<file path="src/rtl/mem_port_arbiter.sv">
// mem_port_arbiter: shares one single-ported synchronous memory between the fetch (I) and load/store (D) ports.
// Build option ARB_ROUND_ROBIN_EN: ties alternate between ports instead of fixed D-over-I priority.
module mem_port_arbiter #(
  parameter int ADDR_W  = 32,
  parameter int DATA_W  = 32,
  parameter int MEM_LAT = 2
) (
  input  logic              clk,
  input  logic              reset,
  input  logic              i_req,
  input  logic [ADDR_W-1:0] i_addr,
  output logic              i_gnt,
  output logic [DATA_W-1:0] i_rdata,
  output logic              i_valid,
  input  logic              d_req,
  input  logic              d_we,
  input  logic [ADDR_W-1:0] d_addr,
  input  logic [DATA_W-1:0] d_wdata,
  output logic              d_gnt,
  output logic [DATA_W-1:0] d_rdata,
  output logic              d_valid,
  output logic              mem_en,
  output logic              mem_we,
  output logic [ADDR_W-1:0] mem_addr,
  output logic [DATA_W-1:0] mem_wdata,
  input  logic [DATA_W-1:0] mem_rdata,
  output logic              busy
);

  localparam int CNT_W = (MEM_LAT > 1) ? $clog2(MEM_LAT) : 1;
  localparam logic [CNT_W-1:0] CNT_LAST = CNT_W'(MEM_LAT - 1);

  localparam logic [0:0] ST_IDLE   = 1'b0;
  localparam logic [0:0] ST_ACCESS = 1'b1;

  logic [0:0]        state_q, state_d;
  logic [CNT_W-1:0]  cnt_q, cnt_d;
  logic              owner_d_q, owner_d_d;
  logic              store_q, store_d;
  logic              i_gnt_q, i_gnt_d;
  logic              d_gnt_q, d_gnt_d;
  logic              i_valid_q, i_valid_d;
  logic              d_valid_q, d_valid_d;
  logic              mem_en_q, mem_en_d;
  logic              mem_we_q, mem_we_d;
  logic [ADDR_W-1:0] mem_addr_q, mem_addr_d;
  logic [DATA_W-1:0] mem_wdata_q, mem_wdata_d;
  logic [DATA_W-1:0] i_rdata_q, i_rdata_d;
  logic [DATA_W-1:0] d_rdata_q, d_rdata_d;
  logic              pick_d;

`ifdef ARB_ROUND_ROBIN_EN
  // last_d_q resets to D so the first tie goes to I
  logic last_d_q, last_d_d;

  always_comb begin
    pick_d = (i_req && d_req) ? !last_d_q : d_req;
  end

  always_comb begin
    last_d_d = last_d_q;
    if (state_q == ST_IDLE && (i_req || d_req)) begin
      last_d_d = pick_d;
    end
  end

  always_ff @(posedge clk) begin
    if (reset) begin
      last_d_q <= 1'b1;
    end else begin
      last_d_q <= last_d_d;
    end
  end
`else
  always_comb begin
    pick_d = d_req;
  end
`endif

  always_comb begin
    state_d     = state_q;
    cnt_d       = cnt_q;
    owner_d_d   = owner_d_q;
    store_d     = store_q;
    i_gnt_d     = 1'b0;
    d_gnt_d     = 1'b0;
    i_valid_d   = 1'b0;
    d_valid_d   = 1'b0;
    mem_en_d    = 1'b0;
    mem_we_d    = 1'b0;
    mem_addr_d  = mem_addr_q;
    mem_wdata_d = mem_wdata_q;
    i_rdata_d   = i_rdata_q;
    d_rdata_d   = d_rdata_q;

    case (state_q)
      ST_IDLE: begin
        if (i_req || d_req) begin
          state_d    = ST_ACCESS;
          cnt_d      = '0;
          owner_d_d  = pick_d;
          store_d    = pick_d && d_we;
          mem_en_d   = 1'b1;
          mem_we_d   = pick_d && d_we;
          mem_addr_d = pick_d ? d_addr : i_addr;
          if (pick_d) begin
            mem_wdata_d = d_wdata;
          end
          i_gnt_d    = !pick_d;
          d_gnt_d    = pick_d;
        end
      end
      ST_ACCESS: begin
        // Read data is captured on the last counted cycle so valid and rdata
        // appear together on the following (IDLE) cycle.
        if (cnt_q == CNT_LAST) begin
          state_d = ST_IDLE;
          cnt_d   = '0;
          if (owner_d_q) begin
            d_valid_d = 1'b1;
            if (!store_q) begin
              d_rdata_d = mem_rdata;
            end
          end else begin
            i_valid_d = 1'b1;
            i_rdata_d = mem_rdata;
          end
        end else begin
          cnt_d = cnt_q + 1'b1;
        end
      end
      default: begin
        state_d = ST_IDLE;
      end
    endcase
  end

  always_ff @(posedge clk) begin
    if (reset) begin
      state_q     <= ST_IDLE;
      cnt_q       <= '0;
      owner_d_q   <= 1'b0;
      store_q     <= 1'b0;
      i_gnt_q     <= 1'b0;
      d_gnt_q     <= 1'b0;
      i_valid_q   <= 1'b0;
      d_valid_q   <= 1'b0;
      mem_en_q    <= 1'b0;
      mem_we_q    <= 1'b0;
      mem_addr_q  <= '0;
      mem_wdata_q <= '0;
      i_rdata_q   <= '0;
      d_rdata_q   <= '0;
    end else begin
      state_q     <= state_d;
      cnt_q       <= cnt_d;
      owner_d_q   <= owner_d_d;
      store_q     <= store_d;
      i_gnt_q     <= i_gnt_d;
      d_gnt_q     <= d_gnt_d;
      i_valid_q   <= i_valid_d;
      d_valid_q   <= d_valid_d;
      mem_en_q    <= mem_en_d;
      mem_we_q    <= mem_we_d;
      mem_addr_q  <= mem_addr_d;
      mem_wdata_q <= mem_wdata_d;
      i_rdata_q   <= i_rdata_d;
      d_rdata_q   <= d_rdata_d;
    end
  end

  assign i_gnt     = i_gnt_q;
  assign d_gnt     = d_gnt_q;
  assign i_valid   = i_valid_q;
  assign d_valid   = d_valid_q;
  assign i_rdata   = i_rdata_q;
  assign d_rdata   = d_rdata_q;
  assign mem_en    = mem_en_q;
  assign mem_we    = mem_we_q;
  assign mem_addr  = mem_addr_q;
  assign mem_wdata = mem_wdata_q;
  assign busy      = (state_q != ST_IDLE);

  a_gnt_onehot: assert property (@(posedge clk) disable iff (reset) !(i_gnt_q && d_gnt_q));
  a_we_with_en: assert property (@(posedge clk) disable iff (reset) !(mem_we_q && !mem_en_q));

endmodule

</file>
<file path="config.mk">
export PLATFORM = sky130hd
export DESIGN_NAME = mem_port_arbiter
export DESIGN_NICKNAME = d
export VERILOG_FILES = /design/src/rtl/mem_port_arbiter.sv
export SDC_FILE = /design/constraint.sdc
export NUM_CORES = 1
export LEC_CHECK = 0
export ABC_AREA = 1
export CORE_MARGIN = 2
export CORE_UTILIZATION = 37
export CTS_CLUSTER_DIAMETER = 80
export DETAILED_ROUTE_END_ITERATION = 16
export GPL_ROUTABILITY_DRIVEN = 0
export PLACE_DENSITY = 0.77
export SYNTH_ARGS = -nofsm -noshare
export SYNTH_HDL_FRONTEND = slang
export SYNTH_SLANG_ARGS = --single-unit
</file>
<file path="constraint.sdc">
create_clock -name clk -period 1 [get_ports clk]
set_input_delay 0.15 -clock clk [delete_from_list [all_inputs] [get_ports clk]]
set_output_delay 0.15 -clock clk [all_outputs]
set_load 0.03 [all_outputs]
</file>
==> results_dict.tcl <==
set metrics [dict create \
    status "finished with violations" \
    violations "negative setup slack" \
    cap_violations 0 \
    worst-setup-path-type "reg -> reg" \
    ys_types 21 \
    die_area_um2 16100 \
    rsz0062_at_grt "true" \
    clkPwrFrac 0.336 \
    fin_area_um2 11400 \
    ant_nets 0 \
    cpMaxStageDelayCell "dfxtp_4" \
    hold_path.class "in -> reg" \
    grt_pass1_wl_um 31600 \
    internal_power_mw 12.6 \
    syn2layout_area_growth_pct 105 \
    clock-sinks 138 \
    track_usage 0.250 \
    p_leak_nw 5.08 \
    num_vias 6791 \
    cp.required_ps 1350 \
    cp_max_fo 10 \
    fin_crit_ps 1310 \
    chipHeight_um 127 \
    ir_drop_v 0.00152 \
    max_freq_ghz 0.762 \
    port_buffers 267 \
    period_share 1.31 \
    vias_per_cell 5.04 \
    skew_ps 10.5 \
    htreeDepth 4 \
    setup_violations 272 \
    drt-initial-drc-count 467 \
    antenna_found_initial 0 \
    wire_per_inst_um 18.7 \
    grt_max_degree 57 \
    netlist_area_um2 5570 \
    tightest_slew_ps 492 \
    worstPathArrival_ps 1660 \
    ys.warnings.count 0 \
    clk_latency_ps 430 \
    hpwl_um 12000 \
    clock_path_buffers 2 \
    antennaDiodeCount 0 \
    core_um2 14600 \
    final_max_slew_viol_count 0 \
    grt-ovfl-total 0 \
    fin_nets 1284 \
    num_io_pins 268 \
    tns_ps -30110 \
    start_kind "flip-flop" \
    power_mw 18.5 \
    avgSynthCellArea_um2 6.97 \
    num_rows 44 \
    synthCells 799 \
    cts_tree "yes" \
    postPlaceCellArea_um2 8320 \
    cts_root_buffer "clkbuf_16" \
    cts_made_buffers 17 \
    p_sw_mw 5.93 \
    start_util 0.380 \
    max_stage_delay_ps 360 \
    switching_share 0.320 \
    crit_chain "buf_6 -> inv_8 -> o21ai_4 -> buf_12 -> clkbuf_16 -> nand2_2 -> nand2_1 -> nor2_1" \
    combPwrFrac 0.317 \
    pwr_density_cell_nw_per_um2 1620 \
    slew_headroom 0.672 \
    endpoint_kind "flip-flop" \
    fillers 860 \
    synth-seq-cells 138 \
    drc 0 \
    dr.pass1.iters 5 \
    drive_gt1_frac 0.497 \
    final_hold_viol_count 0 \
    ys_seq_area_frac 0.496 \
    die_x_um 127 \
    synth_fp_nets 932 \
    worst_slack_ps -313 \
    pwr-share-seq 0.347 \
    clk_pin_slew_ps 60 \
    grt_pass1_vias 6293 \
    route.final.wire_length_um 25100 \
]
==> per-layer routing <==
metal / track usage / vias to the layer above / routed length (um)
met5: 0 / - / 0
met4: 0.115 / 0 / 1140
met3: 0.0907 / 88 / 2170
met2: 0.439 / 341 / 12700
met1: 0.269 / 3190 / 9180
li1: - / 3172 / -
==> cell usage after synthesis <==
cell type | n | area [um^2]
nor2_2 | 1 | 6.26
o21ai_1 | 16 | 80.1
buf_2 | 37 | 185
clkbuf_1 | 2 | 7.51
nand2_2 | 1 | 6.26
nand3b_1 | 32 | 240
dfxtp_1 | 138 | 2760
inv_2 | 5 | 18.8
buf_4 | 10 | 75.1
or2_2 | 1 | 6.26
nand2_1 | 198 | 743
o21ai_0 | 49 | 245
inv_1 | 37 | 139
nand3_1 | 2 | 10.0
buf_1 | 1 | 3.75
o21ai_2 | 1 | 8.76
nor3_1 | 1 | 5.00
nor2_4 | 2 | 22.5
nor2_1 | 261 | 980
nand2_4 | 1 | 11.3
a21oi_1 | 3 | 15.0
==> cells by family after synthesis <==
| group | count (synthesis) | synth area share |
|---|---|---|
| and+or+nand+nor | 500 | 0.364 |
| DFF | 138 | 0.496 |
| buffers and inverters | 92 | 0.0770 |
| AOI/OAI and AO/OA | 69 | 0.0627 |
==> state kept, by name, indices dropped and copies added (netlist names), 32 cells and up <==
signal	cells
d_rdata	32
i_rdata	32
mem_addr	32
mem_wdata	32
==> metrics by stage <==
| step | hold WS (ps) | worst slack (ps) | util | std cells |
|---|---|---|---|---|
| after floorplan | 277 | -76.1 | - | 799 |
| after global placement | 464 | -464 | 0.568 | 1235 |
| after detailed placement | 473 | -483 | 0.568 | 1235 |
| after CTS | 293 | -196 | 0.699 | 1299 |
| after global routing | 334 | -352 | 0.781 | 1348 |
| final | 312 | -313 | 0.781 | 1348 |
==> repair_timing <==
item                                    4_1_cts  5_1_grt
setup buffers                                23       36
hold buffers                                  0        0
endpoints found under the hold margin         0        0
gates cloned                                  9       14
pin swaps                                    40       20
endpoints found under the setup margin      268      271
resized for setup                           385      204
==> path summary, 6_finish.rpt <==
path / endpoint / cells past startpoint / slack (ps) / from
min reg2reg: d_rdata[30] / 2 / 470 / d_rdata[30]
min: mem_we / 3 / 310 / d_we
max reg2reg: mem_addr[8] / 8 / -310 / busy
max: mem_addr[8] / 8 / -310 / busy
==> power groups by stage <==
| stage | logic, mW | clock network, mW | registers [mW] |
|---|---|---|---|
| after detailed placement | 3.87 | 0 | 6.32 |
| after global placement | 3.83 | 0 | 6.31 |
| after floorplan | 1.30 | 0 | 7.17 |
| final | 5.87 | 6.23 | 6.43 |
| after global routing | 6.16 | 6.52 | 6.47 |
| after CTS | 4.50 | 6.19 | 6.38 |
==> layout make-up <==
cell class | instances | area [um^2] | area share
clock inverters | 11 | 121 | 0.0106
flip-flops and latches | 138 | 2970 | 0.260
repair buffers | 383 | 4310 | 0.376
well taps | 184 | 230 | 0.0201
clock buffers | 21 | 450 | 0.0394
inverters | 42 | 199 | 0.0174
multi-input cells | 569 | 3160 | 0.276
==> cell usage in the layout, fill, tap and decap left out, drive strengths merged <==
cell type      Yosys  final
bufinv             0      2
inv               42     41
buf               48    241
nand3              2      2
dfxtp            138    138
nand2            200    200
a21oi              3      3
clkbuf             2     31
clkinv             0      7
nor2             264    264
o21ai             66     66
clkinvlp           0      3
nor3               1      1
clkdlybuf4s50      0    132
or2                1      1
nand3b            32     32
==> critical path, delay by kind of cell (launching register included) <==
kind	cells	cell delay, ps
AO/OA/AOI/OAI	1	60
flip-flops	1	360
AND/OR/NAND/NOR	3	280
buffers and inverters	4	530
Power figures use the tool's default switching activity.
